[src/rtl/burst_ram_arbiter.sv]
// burst_ram_arbiter: shares one burst-RAM controller port between an
// instruction-fetch requester (A) and a data requester (B). Traffic is held
// off until the controller reports calibration. One whole burst is granted at
// a time, round robin on ties, and each burst ends with a done pulse on the
// granted port.
`timescale 1ns/1ps
module burst_ram_arbiter #(
  parameter int ADDRESS_BITWIDTH = 32,
  parameter int DATA_BITWIDTH    = 64,
  parameter int BURST_DATA_COUNT = 4
) (
  input  logic                        clk,
  input  logic                        rst,
  // burst-RAM controller side
  input  logic                        br_init_calib,
  input  logic                        br_busy,
  output logic                        br_cmd,
  output logic                        br_cmd_en,
  output logic [ADDRESS_BITWIDTH-1:0] br_addr,
  output logic [DATA_BITWIDTH-1:0]    br_wr_data,
  input  logic [DATA_BITWIDTH-1:0]    br_rd_data,
  input  logic                        br_data_ready,
  // port A (instruction fetch)
  input  logic                        a_req,
  input  logic                        a_cmd,
  input  logic [ADDRESS_BITWIDTH-1:0] a_addr,
  input  logic [DATA_BITWIDTH-1:0]    a_wr_data,
  output logic                        a_wr_next,
  output logic [DATA_BITWIDTH-1:0]    a_rd_data,
  output logic                        a_rd_valid,
  output logic                        a_done,
  // port B (data access)
  input  logic                        b_req,
  input  logic                        b_cmd,
  input  logic [ADDRESS_BITWIDTH-1:0] b_addr,
  input  logic [DATA_BITWIDTH-1:0]    b_wr_data,
  output logic                        b_wr_next,
  output logic [DATA_BITWIDTH-1:0]    b_rd_data,
  output logic                        b_rd_valid,
  output logic                        b_done,
  // status
  output logic                        ready
);

  // One extra bit so a read burst can count up to BURST_DATA_COUNT itself
  // and sit there while the final word drains, without wrapping.
  localparam int CNT_W = $clog2(BURST_DATA_COUNT) + 1;
  localparam logic [CNT_W-1:0] LAST_WR_WORD = CNT_W'(BURST_DATA_COUNT - 1);
  localparam logic [CNT_W-1:0] ALL_WORDS    = CNT_W'(BURST_DATA_COUNT);

  typedef enum logic [2:0] {
    S_INIT,
    S_READY,
    S_WRITE,
    S_READ,
    S_DONE
  } state_t;

  typedef enum logic {
    PORT_A = 1'b0,
    PORT_B = 1'b1
  } port_t;

  state_t                      state_q;
  state_t                      state_d;
  port_t                       last_grant;
  logic [CNT_W-1:0]            word_cnt;

  logic                        grant_en;
  port_t                       grant_port;
  logic                        grant_cmd;
  logic [ADDRESS_BITWIDTH-1:0] grant_addr;
  port_t                       data_port;
  logic [DATA_BITWIDTH-1:0]    wr_word;
  logic                        wr_next;
  logic                        rd_take;

  // Arbitration and data steering: who wins this cycle, and which port's
  // write word feeds the RAM (the winner in the grant cycle, else the owner).
  always_comb begin
    // NOTE: every signal gets a default first so no path leaves it unassigned
    // and no latch is inferred.
    grant_en   = 1'b0;
    grant_port = PORT_A;
    if (state_q == S_READY && br_init_calib && !br_busy && (a_req || b_req)) begin
      grant_en = 1'b1;
      // B wins when alone, or on a tie when A had the previous burst.
      if (b_req && (!a_req || last_grant == PORT_A)) begin
        grant_port = PORT_B;
      end
    end
    grant_cmd  = (grant_port == PORT_B) ? b_cmd  : a_cmd;
    grant_addr = (grant_port == PORT_B) ? b_addr : a_addr;
    data_port  = grant_en ? grant_port : last_grant;
    wr_word    = (data_port == PORT_B) ? b_wr_data : a_wr_data;
    wr_next    = (grant_en && grant_cmd) || (state_q == S_WRITE);
  end

  // A read word is accepted only while the burst still needs words.
  assign rd_take = (state_q == S_READ) && br_data_ready && (word_cnt < ALL_WORDS);

  // Next-state logic for the burst sequencer.
  always_comb begin
    state_d = state_q;
    case (state_q)
      S_INIT:  if (br_init_calib) state_d = S_READY;
      S_READY: begin
        if (!br_init_calib) begin
          state_d = S_INIT;
        end else if (grant_en) begin
          state_d = grant_cmd ? S_WRITE : S_READ;
        end
      end
      // Calibration loss is not looked at mid-burst; the burst always ends.
      S_WRITE: if (word_cnt == LAST_WR_WORD) state_d = S_DONE;
      // Leave one cycle after the last word so done trails its rd_valid.
      S_READ:  if (word_cnt == ALL_WORDS) state_d = S_DONE;
      S_DONE:  state_d = S_READY;
      default: state_d = S_INIT;
    endcase
  end

  // State register, grant history and word counter.
  always_ff @(posedge clk or posedge rst) begin
    // NOTE: non-blocking assignments in clocked blocks so every flop samples
    // pre-edge values regardless of statement order.
    if (rst) begin
      state_q    <= S_INIT;
      last_grant <= PORT_B;
      word_cnt   <= '0;
    end else begin
      state_q <= state_d;
      if (grant_en) begin
        last_grant <= grant_port;
        // Word 0 of a write is taken in the grant cycle itself.
        word_cnt   <= grant_cmd ? CNT_W'(1) : '0;
      end else if (state_q == S_WRITE || rd_take) begin
        word_cnt <= word_cnt + CNT_W'(1);
      end
    end
  end

  // Command strobe, command, address and write-word registers toward the RAM.
  always_ff @(posedge clk or posedge rst) begin
    if (rst) begin
      br_cmd_en  <= 1'b0;
      br_cmd     <= 1'b0;
      br_addr    <= '0;
      br_wr_data <= '0;
    end else begin
      br_cmd_en <= grant_en;
      if (grant_en) begin
        br_cmd  <= grant_cmd;
        br_addr <= grant_addr;
      end
      if (wr_next) begin
        br_wr_data <= wr_word;
      end
    end
  end

  // Read-return registers: only the burst owner's data and valid move.
  always_ff @(posedge clk or posedge rst) begin
    if (rst) begin
      a_rd_data  <= '0;
      a_rd_valid <= 1'b0;
      b_rd_data  <= '0;
      b_rd_valid <= 1'b0;
    end else begin
      a_rd_valid <= rd_take && (last_grant == PORT_A);
      b_rd_valid <= rd_take && (last_grant == PORT_B);
      if (rd_take && last_grant == PORT_A) a_rd_data <= br_rd_data;
      if (rd_take && last_grant == PORT_B) b_rd_data <= br_rd_data;
    end
  end

  assign a_wr_next = wr_next && (data_port == PORT_A);
  assign b_wr_next = wr_next && (data_port == PORT_B);
  assign a_done    = (state_q == S_DONE) && (last_grant == PORT_A);
  assign b_done    = (state_q == S_DONE) && (last_grant == PORT_B);
  assign ready     = (state_q == S_READY);

endmodule

[config.mk]
export PLATFORM = sky130hd
export DESIGN_NAME = burst_ram_arbiter
export DESIGN_NICKNAME = d
export VERILOG_FILES = /design/src/rtl/burst_ram_arbiter.sv
export SDC_FILE = /design/constraint.sdc
export NUM_CORES = 1
export LEC_CHECK = 0
export BUFFER_PORTS_ARGS = -buffer_cell sky130_fd_sc_hd__clkbuf_2
export CAP_MARGIN = 20
export CORE_MARGIN = 4
export CORE_UTILIZATION = 35
export CTS_CLUSTER_SIZE = 28
export DETAILED_ROUTE_END_ITERATION = 6
export HOLD_SLACK_MARGIN = 0.12
export RECOVER_POWER = 25
export SLEW_MARGIN = 20
export SYNTH_ARGS = -nofsm -noshare
export SYNTH_HDL_FRONTEND = slang
export SYNTH_SLANG_ARGS = --single-unit
[constraint.sdc]
create_clock -name clk -period 9.45 [get_ports clk]
set_input_delay 0.945 -clock clk [delete_from_list [all_inputs] [get_ports clk]]
set_output_delay 0.945 -clock clk [all_outputs]
set_load 0.02 [all_outputs]
Word-level counts from Yosys, hierarchy flattened

Index checks and enable logic that the tools add are counted.

Bits in registers: 235
Input port bits: 265
Output and inout bits: 233
Logic and storage cells: 64

Add/subtract/negate cells: 1
Magnitude comparators: 1
Eq/ne operators: 10
Muxes and demuxes: 17
Bitwise operators: 2
Reductions and logical operators: 22

Operators by type and width:

| cell                | count |
|---|---|
| $mux 64             | 1 |
| $mux 32             | 1 |
| $mux 3              | 7 |
| $pmux 3 s5          | 1 |
| $logic_and 1x1->1   | 13 |
| $eq 3x2->1 const B  | 3 |
| $mux 1              | 7 |
| $eq 3x3->1 const B  | 2 |
| $logic_or 1x1->1    | 4 |
| $ne 2x1->1 const B  | 2 |
| $reduce_and 4->1    | 1 |
| $add 3x1->3 const B | 1 |
| $eq 3x1->1 const B  | 1 |
| $logic_not 3->1     | 1 |
| $lt 3x3->1 const B  | 1 |
| $ne 3x2->1 const B  | 1 |
| $logic_not 1->1     | 2 |
| $ne 2x2->1 const B  | 1 |
| $not 1->1           | 2 |
| $reduce_bool 2->1   | 1 |

Longest topological paths before layout

Gate-level depths: netlist (run 1).

Depth after elaboration: 10
Gate-level depth with buffers: 8
Depth with buffers taken out: 6

Worst setup path before layout (run 1)

OpenSTA, ideal clock, no wires.

Path type: input to output
Start point: input b_req
End point: output a_wr_next
Data arrival time: 2289 ps
Data required time: 8505 ps
Slack: 6216 ps
Cell stages on the path: 7
Path buffers: 3
Path through: a21bo_1 > buf_6 > mux2i_1 > o22ai_1 > buf_6 > buf_6 > nor2b_1

Longest elaborated chain between the ends: 7
Elaborated cells on any way between the ends: 12
Those cells by class: mux (5); bitwise (1); reduce/logical (6)

RTL lines:

| element                                                      | RTL line | text |
|---|---|---|
| start, declared                                              | 33       | `input logic b_req,` |
| $logic_and 1x1->1 / $logic_or 1x1->1 (equally long branches) | 88, 85   |  |
| $mux 1 / $logic_and 1x1->1 (equally long branches)           | 88, 85   |  |
| $mux 1                                                       | 85       | `if (state_q == S_READY && br_init_calib && !br_busy && (a_req \|\| b_req)) begin` |
| $mux 1                                                       | 92       | `grant_cmd = (grant_port == PORT_B) ? b_cmd : a_cmd;` |
| $logic_and 1x1->1                                            | 96       | `wr_next = (grant_en && grant_cmd) \|\| (state_q == S_WRITE);` |
| $logic_or 1x1->1                                             | 96       |  |
| $logic_and 1x1->1 *                                          | 177      | `assign a_wr_next = wr_next && (data_port == PORT_A);` |
| end, declared                                                | 28       | `output logic a_wr_next,` |

Mark *: on every way between the ends. The rest lies on a longest branch, timed or not.

==> out/metrics.cfg, run 1 <==
[sta]
rsz0062_at_grt=false
finalClockSkew_ns=0.00964
setup_slack_ns=4.83
fin_crit_sh_pct=48.9
setup_viol=0
slew_violations=186
setup_tns_ns=0
finalCriticalPeriod_ns=4.62
worst_pin_slew_ns=5.39
hold_ws_ns=0.503
timing.fmax_mhz=216
hold_viol_final=0
relSlewSlack_pct=-261

[hold_path]
holdPathStages=1
worstHoldPathType=reg -> reg

[outcome]
violations=max-capacitance violations, max-slew violations
outcome=finished with violations

[grt]
grt_overflow=0
grt_pass1_vias=10300
track_usage_pct=19.6
grt_max_degree=120
grt_pass1_wl_microns=58200
antenna_found_initial=1

[yosys]
synthTopCellsByArea=dfrtp_1, mux2_2, nand4_1
ys.flop_type=dfrtp_1
yosys.cell_count.top_type=dfrtp_1
syn-num-nets=1365
yosys.area.top_type=dfrtp_1
synthCells=1097
ys_seq_elements=235
synth_commonest_cells=dfrtp_1, mux2_2, nand2_1
netlist_area_sq_um=11900
synth-edff-count=0
avgSynthCellArea_sq_um=10.8
synthArstFlopShare_pct=100
seq_area_frac_synth_pct=49.4
synth_cell_types=40
ys_warn_count=0
synth_top_area_share_pct=49.2

[setup_path]
cp.required_ns=10.00
start_kind=input port
end_kind=async pin
path_max_fanout=119
reg2regPathDepth=3
arrival_ns=5.18
criticalPathCategory=in -> async

[detailed_routing]
drt-vias-per-instance=5.21
drcViolationCount=0
totalWireLength_microns=39000
drt_pass1_iterations=5
ant_nets=0
route.vias.total=10400
wire_per_inst_microns=19.5
drtIter0Drc=611

[floorplanning]
start_util_pct=35.5
row_count=67
core_sq_um=33500
die-area_sq_um=37000
die_w_microns=192
ios=498
die_y_microns=192

[clock_network]
cts_root_buf=clkbuf_16
cts_tree=done
cts_sinks=235
path_clk_slew_ns=0.06
ctsResizeCount=0
htreeDepth=1
post_cts_buffers=0
cts_buffers=27
hold_buffers=0
clk_latency_ns=0.53
cts_max_path_buffers=3

[placement]
dp.final_hpwl_microns=27200
globalplace.congestion=0.817
dp_worst_setup_slack_ns=5.16
numPortBuffers=497

[pwr]
total_leakage_power_nw=7.82
ir_drop_v=0.000151
powerDensity_nw_per_um2=319

[cells_and_area]
syn_to_final_growth_pct=30.0
drive_gt1_share_pct=44.9
fin_nets=1797

[flow_run]
max_cap_viol_count=2

==> metal layers <==
layer | up-vias | track usage, % | routed length (microns)
met5 | - | 0 | 0
met2 | 399 | 33.4 | 19300
met4 | 0 | 6.80 | 1470
li1 | 4845 | - | -
met1 | 5102 | 24.4 | 15400
met3 | 74 | 4.45 | 2840
==> stage by stage <==
stage	power (mW)	instance area [sq um]	util (%)	cells
after global routing	5.24	15500	46.1	1999
after floorplan	3.16	11900	-	1097
after detailed placement	3.92	14600	43.5	1946
after global placement	3.87	14600	43.5	1946
final	4.94	15500	46.1	1999
after CTS	5.02	15500	46.2	1996
==> critical path, stage by stage <==
cell	delay, ns
clkbuf_1	0.08
clkinvlp_2	2.98
buf_4	1.06
==> sequential cells by signal (all words and copies together) (netlist names) <==
| signal | count |
|---|---|
| br_cmd | 1 |
| br_cmd_en | 1 |
| last_grant | 1 |
| br_addr | 32 |
| word_cnt | 3 |
| b_rd_data | 64 |
| state_q | 3 |
| br_wr_data | 64 |
| b_rd_valid | 1 |
| a_rd_data | 64 |
| a_rd_valid | 1 |
==> where the power goes <==
| part | internal (mW) | total [mW] | switching (mW) |
|---|---|---|---|
| Clock | 0.641 | 1.07 | 0.432 |
| Sequential | 1.41 | 1.68 | 0.276 |
| Combinational | 0.914 | 2.18 | 1.27 |
==> path summary, 6_finish.rpt <==
check | slack (ns) | endpoint | start
setup / recovery | 4.83 | br_wr_data[34] | rst
hold / removal | 0.50 | a_rd_data[63] | a_rd_data[63]
setup reg to reg | 5.19 | b_rd_data[2] | last_grant
hold reg to reg | 0.50 | a_rd_data[63] | a_rd_data[63]
max in group clk | 5.10 | a_wr_next | state_q[0]
min in group asynchronous | 2.07 | br_wr_data[50] | rst
==> cell usage in the layout (no fill, tap or decap), types with 6 or more instances in the layout <==
cell	n
a22o_1	64
a31oi_1	32
buf_4	11
clkbuf_1	66
clkbuf_16	27
clkbuf_2	440
clkinv_2	6
dfrtp_1	234
inv_1	6
mux2_2	154
mux2_4	38
nand2_1	131
nand2b_1	66
nand3_1	65
nand4_1	129
nor2_1	35
==> layout make-up <==
type / instances / area (sq um)
clock buffers: 39 / 761
multi-input cells: 746 / 5540
clock inverters: 11 / 138
well taps: 448 / 561
inverters: 8 / 31.3
flip-flops and latches: 235 / 5890
diodes: 1 / 2.50
fillers: 3232 / 18100
repair buffers: 511 / 2550
==> cells by family after synthesis <==
family | after synthesis | synth area share (%)
buf+inv | 116 | 4.38
simple gates | 438 | 19.0
flops | 235 | 49.4
compound gates | 110 | 7.23
xor+xnor | 1 | 0.0736
mux | 194 | 19.5
fa+ha+maj | 3 | 0.315
Note: power is estimated with default switching activity, not from simulation.
==> inputs of run 2 (changes only) <==
==> constraint.sdc (replaced) <==
create_clock -name clk -period 4.3 [get_ports clk]
set_input_delay 0.43 -clock clk [delete_from_list [all_inputs] [get_ports clk]]
set_output_delay 0.43 -clock clk [all_outputs]
set_load 0.02 [all_outputs]
==> run 2 against run 1 <==
- the run still ends with max-capacitance violations, max-slew violations left
- final cell count grew 4.9%
- via count grew 4.4%
- clock power grew 150%
- cell area grew 7.7%
- worst hold slack lost 0.35 ns
- flip-flop and latch count is the same
- sequential power grew 120%
- clock skew grew 0.0064 ns
- register-to-register slack lost 3.9 ns
- core utilization grew 3.5 points
- largest power group unchanged
- highest routed layer unchanged
==> out/metrics.cfg, run 2 (synthesis gave the netlist of run 1 again) <==
[setup_path]
reg2reg_to=br_addr[6]  ; was b_rd_data[2]
reg2regPathDepth=5  ; was 3
rr_startpoint=last_grant  ; unchanged
start_kind=flip-flop  ; was input port
rrSetupSlack_ns=1.27  ; was 5.19 ns
crit_end=a_wr_next  ; was br_wr_data[34]
cp.required_ns=3.87  ; was 10.00 ns
cp_num_cells=5  ; was 3
slowest_delay_ns=0.85  ; was 2.98 ns
end_kind=output pin  ; was async pin
crit_path_start=last_grant  ; was rst
critPathTopFamily=flip-flops  ; was buffers and inverters
cp_cell_sequence=a21bo_4 > mux2i_1 > o22ai_4 > nor2b_1 > clkbuf_2  ; was clkbuf_1 > clkinvlp_2 > buf_4
cpMaxStageDelayCell=dfstp_4  ; was clkinvlp_2
path_max_fanout=42  ; was 119
arrival_ns=2.74  ; was 5.18 ns
critPathBufInv=1  ; was 3
criticalPathCategory=reg -> out  ; was in -> async

[clock_network]
clk_latency_ns=0.54  ; was 0.53 ns
cts_sinks=235  ; unchanged
cts_tree=done  ; unchanged
cts_max_path_buffers=3  ; unchanged
htreeDepth=1  ; unchanged
path_clk_slew_ns=0.07  ; was 0.06 ns
hold_buffers=94  ; was 0
ctsResizeCount=0  ; unchanged
post_cts_buffers=0  ; unchanged
cts_buffers=28  ; was 27
cts_root_buf=clkbuf_16  ; unchanged

[cells_and_area]
fin_nets=1893  ; was 1,797
mostFrequentLayoutCells=clkbuf_2, dfrtp_1, mux2_2  ; unchanged
final_common_cell=clkbuf_2  ; unchanged
drive_gt1_share_pct=46.1  ; was 44.9%
reg.largest.list=a_rd_data: 64 flops, b_rd_data: 64 flops, br_wr_data: 64 flops  ; unchanged
syn_to_final_growth_pct=40.0  ; was 30.0%
fin_area_sq_um=16700  ; was 15,500 sq um

[floorplanning]
row_count=67  ; unchanged
ios=498  ; unchanged
die_y_microns=192  ; unchanged
start_util_pct=35.5  ; unchanged
die_w_microns=192  ; unchanged
die-area_sq_um=37000  ; unchanged
core_sq_um=33500  ; unchanged

[pwr]
seq_power_share_pct=32.2  ; was 34.1%
p_total_mw=11.4  ; was 4.94 mW
swShare_pct=38.8  ; was 40.1%
ir_drop_v=0.000436  ; was 0.000151 V
powerDensity_nw_per_um2=687  ; was 319 nW/um^2
p_sw_mw=4.45  ; was 1.98 mW
comb_power_share_pct=44.7  ; was 44.2%
clkPwrFrac_pct=23.1  ; was 21.7%
total_leakage_power_nw=8.46  ; was 7.82 nW
p_int_mw=7.00  ; was 2.96 mW

[grt]
grt_max_degree=194  ; was 120
antenna_found_initial=3  ; was 1
grt_pass1_vias=11000  ; was 10,300
track_usage_pct=20.7  ; was 19.6%
use_met1_pct=25.6  ; was 24.4%
use_met2_pct=35.2  ; was 33.4%
grt.busiest_layer=met2  ; unchanged
met3_usage_pct=4.36  ; was 4.45%
grt_overflow=0  ; unchanged
grt_pass1_wl_microns=61600  ; was 58,200 microns

[detailed_routing]
drt_pass1_iterations=5  ; unchanged
drtIter0Drc=621  ; was 611
drt-vias-per-instance=5.19  ; was 5.21
totalWireLength_microns=40600  ; was 39,000 microns
route.vias.total=10900  ; was 10,400
wire_per_inst_microns=19.4  ; was 19.5 microns
drcViolationCount=0  ; unchanged
ant_nets=0  ; unchanged

[placement]
dp.final_hpwl_microns=27900  ; was 27,200 microns
dp_worst_setup_slack_ns=1.61  ; was 5.16 ns
numPortBuffers=497  ; unchanged
dpl_cell_area_sq_um=14700  ; was 14,600 sq um
globalplace.congestion=0.834  ; was 0.817

[sta]
setup_viol=0  ; unchanged
worst_pin_slew_ns=2.60  ; was 5.39 ns
fin_crit_sh_pct=73.7
setup_slack_ns=1.13  ; was 4.83 ns
setup_tns_ns=0  ; unchanged
finalCriticalPeriod_ns=3.17
slew_violations=46  ; was 186
hold_viol_final=0  ; unchanged
timing.fmax_mhz=316
relSlewSlack_pct=-73.4  ; was -261%
finalClockSkew_ns=0.0160  ; was 0.00964 ns
rsz0062_at_grt=false  ; unchanged

[outcome]
outcome=finished with violations  ; unchanged
violations=max-capacitance violations, max-slew violations  ; unchanged

[flow_run]
max_cap_viol_count=1  ; was 2

[hold_path]
worstHoldPathType=in -> reg  ; was reg -> reg

## run 2: worst min-delay path by stage
stage	to	cells past startpoint	startpoint	slack, ns
final	b_rd_data[24]	2	br_rd_data[24]	0.15
after detailed placement	a_rd_data[49]	1	a_rd_data[49]	0.49
after global routing	a_rd_data[5]	2	br_rd_data[5]	0.13
after CTS	a_rd_data[3]	2	br_rd_data[3]	0.12
after global placement	a_rd_data[27]	1	a_rd_data[27]	0.49
after floorplan	word_cnt[1]	2	word_cnt[1]	0.51
## run 2: power by group through the flow
stage	registers [mW]	clock network [mW]	logic, mW
6_report	3.69	2.65	5.11
5_1_grt	3.79	2.81	5.52
4_1_cts	3.69	2.71	5.14
3_5_place_dp	3.70	0	4.93
3_3_place_gp	3.69	0	4.84
2_1_floorplan	4.56	0	2.40
## run 2: metrics by stage
stage | std cells | util (%) | hold WS [ns]
2_1_floorplan | 1097 | - | 0.513
3_3_place_gp | 1949 | 43.8 | 0.487
3_5_place_dp | 1949 | 43.8 | 0.492
4_1_cts | 2094 | 49.7 | 0.120
5_1_grt | 2097 | 49.7 | 0.126
6_report | 2097 | 49.7 | 0.149
## run 2: area by class of cell
class | count | area, sq um
Tap cell | 448 | 561
Clock inverter | 12 | 219
Inverter | 8 | 31.3
Sequential cell | 235 | 5890
Fill cell | 3059 | 16900
Antenna cell | 3 | 7.51
Multi-Input combinational cell | 746 | 5540
Clock buffer | 39 | 813
Timing Repair Buffer | 606 | 3600
## run 2: per-layer routing
| metal | vias to the layer above | routed length (microns) | part of all wire, % |
|---|---|---|---|
| met1 | 5293 | 16000 | 39 |
| li1 | 5036 | - | - |
| met5 | - | 0 | 0 |
| met2 | 457 | 19700 | 48 |
| met3 | 94 | 2970 | 7.3 |
| met4 | 0 | 2010 | 4.9 |
## run 2: worst reg2reg max path: stages (launching register included)
cell           delay [ns]
dfstp_4              0.85
a21bo_4              0.32
buf_4                0.80
nand2_1              0.15
a31oi_1              0.23
dlygate4sd3_1        0.60
